<file path="src/rtl/alu.sv">
// Signed two's-complement ALU with a single registered output stage.
// Define ALU_SATURATION_EN to clamp ADD/SUB/MUL to the signed range instead of wrapping.
module alu #(
    parameter int DATA_WIDTH = 8
) (
    input  logic                         clock_in,
    input  logic                         reset_in,
    input  logic                         enable_in,
    input  logic [2:0]                   opcode_in,
    input  logic signed [DATA_WIDTH-1:0] alu_input1,
    input  logic signed [DATA_WIDTH-1:0] alu_input2,
    output logic signed [DATA_WIDTH-1:0] alu_output
);

    typedef enum logic [2:0] {
        OP_ADD = 3'b000,
        OP_SUB = 3'b001,
        OP_MUL = 3'b010,
        OP_EQ  = 3'b011,
        OP_GT  = 3'b100,
        OP_AND = 3'b101,
        OP_OR  = 3'b110,
        OP_XOR = 3'b111
    } opcode_e;

    logic signed [DATA_WIDTH-1:0] w_add;
    logic signed [DATA_WIDTH-1:0] w_sub;
    logic signed [DATA_WIDTH-1:0] w_mul;
    logic signed [DATA_WIDTH-1:0] w_result;

`ifdef ALU_SATURATION_EN
    localparam int SW = DATA_WIDTH + 1;
    localparam int PW = 2 * DATA_WIDTH;
    localparam logic signed [DATA_WIDTH-1:0] SAT_MAX = {1'b0, {(DATA_WIDTH-1){1'b1}}};
    localparam logic signed [DATA_WIDTH-1:0] SAT_MIN = {1'b1, {(DATA_WIDTH-1){1'b0}}};

    logic signed [SW-1:0] w_sum_wide;
    logic signed [SW-1:0] w_diff_wide;
    logic signed [PW-1:0] w_prod_wide;

    // One guard bit is enough for add/sub: overflow iff the top two bits disagree.
    function automatic logic signed [DATA_WIDTH-1:0] clamp_sum(input logic signed [SW-1:0] v);
        if (v[SW-1] != v[SW-2])
            return v[SW-1] ? SAT_MIN : SAT_MAX;
        return v[DATA_WIDTH-1:0];
    endfunction

    // Product fits when every bit from the result sign bit upward is a copy of it.
    function automatic logic signed [DATA_WIDTH-1:0] clamp_prod(input logic signed [PW-1:0] v);
        logic [PW-DATA_WIDTH:0] upper;
        upper = v[PW-1:DATA_WIDTH-1];
        if (upper == '0 || upper == '1)
            return v[DATA_WIDTH-1:0];
        return v[PW-1] ? SAT_MIN : SAT_MAX;
    endfunction

    assign w_sum_wide  = SW'(alu_input1) + SW'(alu_input2);
    assign w_diff_wide = SW'(alu_input1) - SW'(alu_input2);
    assign w_prod_wide = PW'(alu_input1) * PW'(alu_input2);
    assign w_add       = clamp_sum(w_sum_wide);
    assign w_sub       = clamp_sum(w_diff_wide);
    assign w_mul       = clamp_prod(w_prod_wide);
`else
    // Low half of a two's-complement product is independent of operand sign extension.
    assign w_add = alu_input1 + alu_input2;
    assign w_sub = alu_input1 - alu_input2;
    assign w_mul = alu_input1 * alu_input2;
`endif

    always_comb begin
        w_result = '0;
        case (opcode_e'(opcode_in))
            OP_ADD:  w_result = w_add;
            OP_SUB:  w_result = w_sub;
            OP_MUL:  w_result = w_mul;
            OP_EQ:   w_result[0] = (alu_input1 == alu_input2);
            OP_GT:   w_result[0] = (alu_input1 > alu_input2);
            OP_AND:  w_result = alu_input1 & alu_input2;
            OP_OR:   w_result = alu_input1 | alu_input2;
            OP_XOR:  w_result = alu_input1 ^ alu_input2;
            default: w_result = '0;
        endcase
    end

    always_ff @(posedge clock_in) begin
        if (reset_in)
            alu_output <= '0;
        else if (enable_in)
            alu_output <= w_result;
    end

endmodule

</file>
<file path="config.mk">
export PLATFORM = sky130hd
export DESIGN_NAME = alu
export DESIGN_NICKNAME = d
export VERILOG_FILES = /design/src/rtl/alu.sv
export SDC_FILE = /design/constraint.sdc
export NUM_CORES = 1
export LEC_CHECK = 0
export ABC_AREA = 1
export BUFFER_PORTS_ARGS = -buffer_cell sky130_fd_sc_hd__buf_2
export CORE_MARGIN = 2
export CORE_UTILIZATION = 65
export DETAILED_ROUTE_END_ITERATION = 12
export PLACE_DENSITY = 0.85
export SYNTH_ARGS = -nofsm -noshare
export SYNTH_HDL_FRONTEND = slang
export SYNTH_SLANG_ARGS = --single-unit
</file>
<file path="constraint.sdc">
create_clock -name clock_in -period 6.9 [get_ports clock_in]
set_input_delay 1.38 -clock clock_in [delete_from_list [all_inputs] [get_ports clock_in]]
set_output_delay 1.38 -clock clock_in [all_outputs]
set_load 0.01 [all_outputs]
</file>
# Yosys cells after proc, flatten, opt, wreduce, memory -nomap -nowiden
# Cells that the tools add are included.
[op_classes]
n_shift = 0
order_cmp = 1
bitwise_logic = 3
n_mul = 1
n_eq_ne = 8
n_addsub = 2
reduce_logical = 1
mux = 2
n_div = 0
[op_table]
columns = ["cell", "count"]
rows = [
  ["$pmux 7 s6", 1],
  ["$eq 3x3->1 const B", 4],
  ["$add 8x8->8", 1],
  ["$and 8x8->8", 1],
  ["$eq 8x8->1", 1],
  ["$gt 8x8->1", 1],
  ["$mul 8x8->8", 1],
  ["$or 8x8->8", 1],
  ["$pmux 1 s8", 1],
  ["$sub 8x8->8", 1],
  ["$xor 8x8->8", 1],
  ["$eq 3x2->1 const B", 2],
  ["$eq 3x1->1 const B", 1],
  ["$logic_not 3->1", 1],
]
[totals]
n_memories = 0
ramBits = 0
ff_bits = 8
wordCells = 19
input_bits = 22
latchBits = 0
romBits = 0
out_inout_bits = 8

# Longest topological paths before layout
[depth]
depth_word = 2
depth_mapped = 25
mapped_depth_nobuf = 24

# Least setup slack after synthesis
# OpenSTA, ideal clock, no wires.
[synth_path]
kind = "input -> register"
start = "in alu_input1[3]"
end = "reg alu_output[7]"
required_ps = 6782
path_slack_ps = 2128
arrival_time_ps = 4654
stages = 22
setup_time_ps = 118
path_buffers = 0
cell_sequence = "ha_1 inv_1 fa_1 inv_1 ha_1 fa_1 inv_1 fa_1 inv_1 ha_1 nand2_1 nand2_1 nor2_1 nand2_1 nand2_1 nand2_1 nand2_1 nand3_1 nand3_1 nand3_1 nand2_1 a21oi_2"
[synth_between]
elab_chain_len = 2
word_cells_on_any_way = 4
classes_between = "add/sub (2); mul (1); mux (1)"
[synth_lines]
columns = ["item", "line", "source"]
rows = [
  ["from (decl)", "10", "input logic signed [DATA_WIDTH-1:0] alu_input1,"],
  ["$mul 8x8->8 (tied with other cells)", "67", "assign w_mul = alu_input1 * alu_input2;"],
  ["$pmux 7 s6 (*)", "72", "case (opcode_e'(opcode_in))"],
  ["to (signal assigned)", "89", "alu_output <= w_result;"],
  ["to (decl)", "12", "output logic signed [DATA_WIDTH-1:0] alu_output"],
]
# Mark *: on every way between the ends. The rest lies on a longest branch, timed or not.
# A chain may end at the register's enable or synchronous reset.

# Final worst setup path
# Ends and elaborated chain as after synthesis.

==> flow_metrics.py <==
metrics = {
    "run_status": {
        "status": "finished, final reports clean",
    },
    "global_route": {
        "antenna_found_initial": 0,
        "grt_usage_pct": 32.8,
        "grt-ovfl-total": 0,
        "grt_pass1_vias": 2418,
        "grt_max_degree": 12,
        "grt_first_pass_wirelength_um": 10900,
    },
    "sta": {
        "max_slew_margin_pct": 56.7,
        "worst_slew_pin_slew_ns": 0.645,
        "setup_tns_ns": 0,
        "fin_crit_ns": 4.90,
        "rsz0062_at_grt": "no",
        "holdWs_ns": 0.460,
        "finalHoldViolCount": 0,
        "drv_slew": 0,
        "setup_viol": 0,
        "finClkSkew_ns": 0,
        "layout_worst_path_cycle_share_pct": 71.0,
        "max_freq_mhz": 204,
    },
    "floorplan": {
        "ios": 30,
        "die_x_um": 65.6,
        "initial_core_util_pct": 67.3,
        "fp.dieH_um": 65.6,
        "core_um2": 3660,
        "core.rowCount": 22,
        "design.die.area_um2": 4300,
    },
    "pwr": {
        "p_leak_nw": 1.60,
        "p_per_area_nw_per_um2": 130,
        "vdd_ir_drop_max_mv": 0.0706,
    },
    "critical_path": {
        "endpoint_kind": "flip-flop",
        "critPathArrivalTime_ns": 5.08,
        "crit_path_start_kind": "input port",
        "critPathMaxFanout": 7,
        "max_stage_delay_ns": 0.54,
        "cp.required_ns": 7.08,
        "cpMostUsedCell": "nand2_1",
        "critical_path.cell_chain": "buf_2, ha_1, inv_1, fa_1, inv_1, ha_1, fa_1, inv_1, fa_1, inv_1, ha_1, nand2_1, nand2_1, nor2_1, nand2_1, nand2_1, nand2_1, nand2_1, inv_1, nand2_1, nand3_1, nand3_1, nand2_1, a21oi_2",
        "slowest_stage": "fa_1",
        "worst-setup-path-type": "input port to flip-flop",
    },
    "clock_network": {
        "clk_latency_ns": 0.23,
        "clock_sinks": 8,
        "tritoncts": "yes",
        "root_buffer": "clkbuf_8",
        "cts.htree.levels": 1,
        "cts_buffer_depth": 2,
        "clk_pin_slew_ns": 0.04,
        "cts_buffers": 3,
        "cts_hold_buf": 0,
        "post_cts_buffers": 0,
        "cts_resized": 0,
    },
    "place": {
        "place.detailed.hpwl_um": 5250,
        "io_buffers": 29,
        "gp_congestion": 0.950,
        "placedCellCount": 464,
    },
    "routing": {
        "vias_per_cell": 5.65,
        "avgRoutedWirePerCell_um": 13.9,
        "drt-initial-drc-count": 252,
        "first_pass_iters": 5,
        "drc": 0,
        "routed_wl_um": 6490,
        "vias": 2640,
        "ant_nets": 0,
    },
    "yosys": {
        "synth_seq_area_share_pct": 6.50,
        "syn_nets": 472,
        "synth_top_area_share_pct": 21.8,
        "synth_enable_flop_cells": 0,
        "synth-async-reset-ratio_pct": 0,
        "synthCells": 393,
        "synth_warnings": 0,
        "avgSynthCellArea_um2": 6.27,
        "synthDistinctLibCells": 39,
        "yosys.area.top_type": "ha_1",
        "yosys-top-cells-area": "ha_1 22%, nand2_1 17%, inv_1 12%",
        "synth-seq-cells": 8,
        "ys.flop_type": "dfxtp_1",
        "syn_area_um2": 2460,
    },
    "run": {
        "cap_violations": 0,
    },
    "finish": {
        "syn2layout_area_growth_pct": 8.54,
        "top_register": "alu_output",
        "layout-drive-gt1-share_pct": 13.1,
        "top_regs": "alu_output: 8 flops",
        "layout.cells.non_filler": 467,
        "layout_commonest_cell": "nand2_1",
        "fin_nets": 500,
        "antenna_cells": 0,
        "mostFrequentLayoutCells": "112 x nand2_1, 78 x inv_1, 43 x ha_1",
        "largest_register_ffs": 8,
    },
    "min_path": {
        "min_path_type": "flip-flop to flip-flop",
    },
}
==> per-layer routing <==
metal | global-route usage, % | wire (um) | part of all wire, %
met5 | 0 | 0 | 0
met4 | 8.33 | 198 | 3.1
met3 | 3.77 | 479 | 7.4
met2 | 57.8 | 3050 | 47
met1 | 42.4 | 2760 | 42
==> synthesized netlist by cell type (2+ instances only) <==
cell type and count:
nand4_1 2, nor3_2 2, nand3_1 32, ha_1 43
dfxtp_1 8, o21ai_0 2, or2_0 2, xnor2_1 3
a21oi_1 14, nor4_1 2, a221oi_1 3, inv_2 12
o22ai_1 7, nand2_2 3, inv_1 78, xor2_1 3
fa_1 14, o21ai_1 3, a21boi_1 2, nor3_1 2
nor2_1 22, a21oi_2 3, buf_2 4, nand2_1 112
==> area by class of cell <==
type                            instances  area, um2
Fill cell                             321        988
Inverter                               91        342
Multi-Input combinational cell        288       1920
Sequential cell                         8        160
Tap cell                               48       60.1
Clock buffer                            3       41.3
Timing Repair Buffer                   29        145
==> cell families (layout without fill, tap and decap cells) <==
family,after synthesis,in the layout,synth area share (%)
AND/OR/NAND/NOR,182,182,31.2
buffers and inverters,97,123,15.3
adder cells (fa/ha/maj),57,57,33.2
AO/OA/AOI/OAI,43,43,11.6
flip-flops,8,8,6.50
XOR/XNOR,6,6,2.13
==> through the flow <==
stage                     setup WS (ns)  power, mW  util [%]  area (um2)
after floorplan                    2.13      0.224         -        2460
after global placement             1.83      0.277      71.9        2630
after detailed placement           1.75      0.285      71.9        2630
after CTS                          2.00      0.344      73.0        2670
after global routing               1.65      0.383      73.0        2670
final                              2.00      0.348      73.0        2670
==> worst paths after layout <==
kind	slack, ns	start	cells past startpoint	end
worst min register to register	0.46	alu_output[3]	2	alu_output[3]
worst max-delay path	2.00	alu_input1[3]	24	alu_output[7]
worst min-delay path	0.46	alu_output[3]	2	alu_output[3]
worst max register to register	6.27	alu_output[0]	4	alu_output[0]
==> where the power goes <==
| group | switching (mW) | internal [mW] |
|---|---|---|
| registers | 0.00171 | 0.0503 |
| clock network | 0.0203 | 0.0379 |
| logic | 0.147 | 0.0907 |
| total | 0.169 | 0.179 |
==> critical path, delay by kind of cell <==
kind            cells  cell delay (ns)
simple gates       11             0.76
buf+inv             6             0.42
fa+ha+maj           6             2.38
compound gates      1             0.10
Power figures use the tool's default switching activity.
